$ cat src/rtl/data_io32_pkg.sv
// ---------------------------------------------------------------------------
// data_io32_pkg
// Shared definitions for the 32-bit word <-> 256-bit block I/O stages
// (data_in32 on the input side, the 8x32 output stage on the other side).
//   WORD_W  : width of one serial word
//   N_WORDS : words per block
//   BLK_W   : assembled block width
//   blk_state_e : block state, FILL (collecting words) / FULL (block presented)
// ---------------------------------------------------------------------------
package data_io32_pkg;

  localparam int WORD_W  = 32;
  localparam int N_WORDS = 8;
  localparam int BLK_W   = 256;

  typedef enum logic {
    FILL = 1'b0,
    FULL = 1'b1
  } blk_state_e;

endpackage

$ cat src/rtl/data_in32.sv
// ---------------------------------------------------------------------------
// data_in32
// Serial-to-parallel input stage: collects WORD_W-bit words into one
// WORD_W*N_WORDS block and hands it to the core over valid/ready.
// A block may be closed early with di_last; slots above the last word are
// zeroed at close and the real word count is reported in pdo_words.
//
// Ports
//   CLK       in   system clock, rising edge
//   rst       in   synchronous active-high reset
//   DI        in   input word
//   di_valid  in   DI holds a valid word
//   di_last   in   (with di_valid) this word closes the block
//   di_ready  out  a word can be accepted this cycle (registered)
//   flush     in   discard a partially filled block (ignored while FULL)
//   PDO       out  assembled block, word k at PDO[WORD_W*k +: WORD_W]
//   pdo_words out  number of real words in PDO (1..N_WORDS)
//   pdo_valid out  PDO/pdo_words valid (registered)
//   pdo_ready in   core accepts the block
// ---------------------------------------------------------------------------
module data_in32 #(
  parameter int WORD_W  = data_io32_pkg::WORD_W,
  parameter int N_WORDS = data_io32_pkg::N_WORDS
) (
  input  logic                          CLK,
  input  logic                          rst,
  input  logic [WORD_W-1:0]             DI,
  input  logic                          di_valid,
  input  logic                          di_last,
  output logic                          di_ready,
  input  logic                          flush,
  output logic [WORD_W*N_WORDS-1:0]     PDO,
  output logic [$clog2(N_WORDS+1)-1:0]  pdo_words,
  output logic                          pdo_valid,
  input  logic                          pdo_ready
);

  import data_io32_pkg::*;

  localparam int CNT_W   = $clog2(N_WORDS);
  localparam int WORDS_W = $clog2(N_WORDS+1);
  localparam int PDO_W   = WORD_W*N_WORDS;

  blk_state_e            state_q, state_d;
  logic [CNT_W-1:0]      cnt_q, cnt_d;
  logic [PDO_W-1:0]      pdo_q, pdo_d;
  logic [WORDS_W-1:0]    words_q, words_d;
  logic                  di_ready_q, di_ready_d;
  logic                  pdo_valid_q, pdo_valid_d;
  logic [PDO_W-1:0]      pad_mask;

  // Slots strictly above the current write slot; cleared when a block closes.
  generate
    for (genvar gi = 0; gi < N_WORDS; gi++) begin : g_pad
      assign pad_mask[gi*WORD_W +: WORD_W] =
        (CNT_W'(gi) > cnt_q) ? {WORD_W{1'b1}} : {WORD_W{1'b0}};
    end
  endgenerate

  always_comb begin
    state_d = state_q;
    cnt_d   = cnt_q;
    pdo_d   = pdo_q;
    words_d = words_q;
    case (state_q)
      FILL: begin
        if (flush) begin
          // flush wins over a word presented in the same cycle
          cnt_d = '0;
        end else if (di_valid && di_ready_q) begin
          pdo_d[int'(cnt_q)*WORD_W +: WORD_W] = DI;
          cnt_d = cnt_q + CNT_W'(1);
          if (di_last || (cnt_q == CNT_W'(N_WORDS-1))) begin
            pdo_d   = pdo_d & ~pad_mask;
            words_d = WORDS_W'(cnt_q) + WORDS_W'(1);
            state_d = FULL;
          end
        end
      end
      FULL: begin
        // flush is deliberately not looked at here: a presented block stays
        if (pdo_valid_q && pdo_ready) begin
          state_d = FILL;
          cnt_d   = '0;
        end
      end
      default: state_d = FILL;
    endcase
    // Handshake flags are registered copies of the next state, so neither
    // output has a combinational path from any input.
    di_ready_d  = (state_d == FILL);
    pdo_valid_d = (state_d == FULL);
  end

  always_ff @(posedge CLK) begin
    if (rst) begin
      state_q     <= FILL;
      cnt_q       <= '0;
      pdo_q       <= '0;
      words_q     <= '0;
      di_ready_q  <= 1'b0;
      pdo_valid_q <= 1'b0;
    end else begin
      state_q     <= state_d;
      cnt_q       <= cnt_d;
      pdo_q       <= pdo_d;
      words_q     <= words_d;
      di_ready_q  <= di_ready_d;
      pdo_valid_q <= pdo_valid_d;
    end
  end

  assign di_ready  = di_ready_q;
  assign pdo_valid = pdo_valid_q;
  assign PDO       = pdo_q;
  assign pdo_words = words_q;

endmodule
$ cat config.mk
export PLATFORM = sky130hd
export DESIGN_NAME = data_in32
export DESIGN_NICKNAME = d
export VERILOG_FILES = /design/src/rtl/data_io32_pkg.sv /design/src/rtl/data_in32.sv
export SDC_FILE = /design/constraint.sdc
export NUM_CORES = 1
export LEC_CHECK = 0
export CORE_MARGIN = 2
export CORE_UTILIZATION = 51
export DETAILED_ROUTE_END_ITERATION = 10
export GPL_TIMING_DRIVEN = 0
export PLACE_DENSITY = 0.86
export SYNTH_ARGS = -nofsm -noshare
export SYNTH_HDL_FRONTEND = slang
export SYNTH_SLANG_ARGS = --single-unit
export TNS_END_PERCENT = 20
$ cat constraint.sdc
create_clock -name CLK -period 5.7 [get_ports CLK]
set_input_delay 1.425 -clock CLK [delete_from_list [all_inputs] [get_ports CLK]]
set_output_delay 1.425 -clock CLK [all_outputs]
set_load 0.02 [all_outputs]
==> flow_summary.toml <==
[status]
status = "completed"

[sta]
maxSlewViolCount = 0
rsz0062_at_grt = "false"
period_share = 0.619
setup_violations = 0
tightest_slew_ps = 1120
fmax_mhz = 283
tns_ps = 0
hold_violations = 0
relSlewSlack = 0.247
fin_crit_ps = 3530
fin_skew_ps = 8.83

[power]
p_int_w = 0.00303
p_switching_w = 0.000876
p_clk_frac = 0.474
ir_drop_v = 0.000278
seqPwrFrac = 0.478
combPwrFrac = 0.048
p_per_area_mw_per_mm2 = 281
sw_frac_of_total = 0.224
p_leak_nw = 4.48

[placed_design]
io_buffers = 267
placed_area_mm2 = 0.0130
routabilityCongestion = 0.849
dp_hpwl_um = 25400

[synthesis]
syn_area_mm2 = 0.00997
ys_seq_elements = 265
synth_area_leader_cell = "dfxtp_1"
syn-num-nets = 1293
ys_async_sr_fraction = 0
syn_avg_cell_area_um2 = 7.99
synth_most_common_cell = "nand2_1"
yosysTopAreaCellShare = 0.532
synth_ff_type = "dfxtp_1"
synthCells = 1247
yosysWarnings = 0
synth-seq-area-share = 0.532
netlist_top_cells_area = "dfxtp_1, a21oi_1, nand2_1"
synth_cell_types = 43
yosys-top-cells-count = "nand2_1, dfxtp_1, a21oi_1, nand3_1, clkbuf_1"
synth_edf_count = 0

[setup_path]
path_class = "primary input to flop"
crit_path_end_kind = "flop"
rrSetupSlack_ps = 2410
r2r_end = "PDO[151]$_SDFFE_PP0P_"
critPathArrivalTime_ps = 3940
r2r-start = "cnt_q[0]$_SDFFE_PP0P_"
path_max_fanout = 10
cp.required_ps = 6110
start_kind = "primary input"
worst_r2r_path_depth = 9

[cts]
path_clk_slew_ps = 60
clk_latency_ps = 530
clkSinkCount = 265
cts-buffers-inserted = 26
h-tree-depth = 1
cts_resized = 0
holdBufCountCts = 0
cts_setup_buffers = 0
clock-root-buffer = "clkbuf_16"
max-clock-path-buffers = 3
tritoncts = "done"

[min_path]
whs_path_depth = 2
min_from = "PDO[14]$_SDFFE_PP0P_"
min_to = "PDO[14]$_SDFFE_PP0P_"
min_path_type = "flop to flop"

[floorplan]
die_h_um = 144
rows = 51
die-area_mm2 = 0.0207
coreArea_mm2 = 0.0193
ios = 300
initial_core_util = 0.515
die_w_um = 144

[route]
via_count = 10300
dr.first_iter.drc_count = 822
drcViolationCount = 0
wl_um = 36300
drtAntennaViolNets = 0
routed_via_density = 5.65
drtPass1Iterations = 6
wl_per_cell_um = 19.9

[grt]
grt_max_degree = 15
antenna_found_initial = 0
grt_overflow = 0
grt_use_total = 0.337
grt_pass1_vias = 9607
grt_pass1_wl_um = 53300

[finish]
area_growth_pct = 39.5
fin_nets = 1588
antenna-diode-count = 0
drive_gt1_frac = 0.0666
final_area_mm2 = 0.0139

[flow_run]
maxCapViolCount = 0
==> power by group through the flow <==
| stage | registers (W) | logic, W | clock network (W) |
|---|---|---|---|
| 2_1_floorplan | 0.00192 | 0.0000966 | 0 |
| 3_5_place_dp | 0.00191 | 0.000182 | 0 |
| 6_report | 0.00187 | 0.000189 | 0.00185 |
| 5_1_grt | 0.00187 | 0.000197 | 0.00192 |
| 3_3_place_gp | 0.00191 | 0.000181 | 0 |
| 4_1_cts | 0.00187 | 0.000183 | 0.00186 |
==> registers in the layout (all words and copies together), names as in the netlist <==
| signal | count |
|---|---|
| PDO | 256 |
| cnt_q | 3 |
| di_ready | 1 |
| pdo_valid | 1 |
| pdo_words | 4 |
==> cell usage in the layout (no fill, tap or decap), types with 2 or more instances in the layout <==
cell type / Yosys / layout
nand2_1: 314 / 314
a21oi_2: 10 / 10
clkbuf_16: 0 / 27
buf_6: 6 / 6
clkbuf_8: 0 / 6
and2_1: 3 / 3
and3_1: 3 / 3
bufinv_16: 0 / 4
buf_2: 23 / 23
ha_1: 8 / 8
a211oi_1: 2 / 2
a21oi_1: 249 / 249
a22oi_1: 2 / 2
nand3_1: 196 / 196
nor2b_1: 2 / 2
nor2_1: 10 / 10
nand4b_1: 4 / 4
buf_1: 3 / 3
o21ai_1: 3 / 3
clkinv_2: 0 / 7
clkbuf_1: 104 / 107
inv_1: 4 / 4
dfxtp_1: 265 / 265
and4b_1: 4 / 4
clkdlybuf4s50_1: 0 / 267
nand2_2: 10 / 10
==> per-stage QoR <==
| step | util | total power, W | worst slack, ps | cells | hold WS, ps |
|---|---|---|---|---|---|
| 6_report | 0.719 | 0.00391 | 2170 | 1827 | 449 |
| 5_1_grt | 0.719 | 0.00398 | 2040 | 1827 | 466 |
| 4_1_cts | 0.719 | 0.00391 | 2290 | 1827 | 451 |
| 3_5_place_dp | 0.671 | 0.00209 | 1760 | 1779 | 442 |
| 3_3_place_gp | 0.671 | 0.00209 | 1750 | 1779 | 437 |
| 2_1_floorplan | - | 0.00201 | 2690 | 1247 | 528 |
==> per-layer routing <==
metal	share of wire	global-route usage
met1	0.38	0.413
met3	0.11	0.0883
met4	0.052	0.170
met2	0.46	0.550
met5	0	0
==> logic make-up (layout without fill, tap and decap cells) <==
group,Yosys count,count (layout),share of synthesized area
and+or+nand+nor,556,556,0.249
AOI/OAI and AO/OA,275,275,0.147
DFF,265,265,0.532
buffers and inverters,142,457,0.0610
adders and majority gates,8,8,0.0100
muxes,1,1,0.00100
==> final cells by class <==
class,instances,area [µm²]
fillers,1467,5430
clock inverters,12,163
flip-flops and latches,265,5310
multi-input cells,840,4050
well taps,265,332
inverters,5,18.8
repair buffers,267,2670
plain buffers,137,589
clock buffers,36,769
==> critical path, stage by stage <==
cell and delay (ps):
clkdlybuf4s50_1 440, nor4bb_1 240, buf_2 240, o21ai_2 180, o31ai_1 960, buf_2 380
a21oi_1 70
==> worst max path at each step <==
stage	depth (start not counted)	startpoint	slack (ps)	endpoint
detailed placement	7	flush	1760	PDO[124]$_SDFFE_PP0P_
CTS	7	flush	2290	PDO[79]$_SDFFE_PP0P_
global route	7	flush	2040	PDO[115]$_SDFFE_PP0P_
floorplan	6	flush	2690	PDO[10]$_SDFFE_PP0P_
global placement	7	flush	1750	PDO[89]$_SDFFE_PP0P_
finish	7	flush	2170	PDO[124]$_SDFFE_PP0P_
Note: power is estimated with default switching activity, not from simulation.
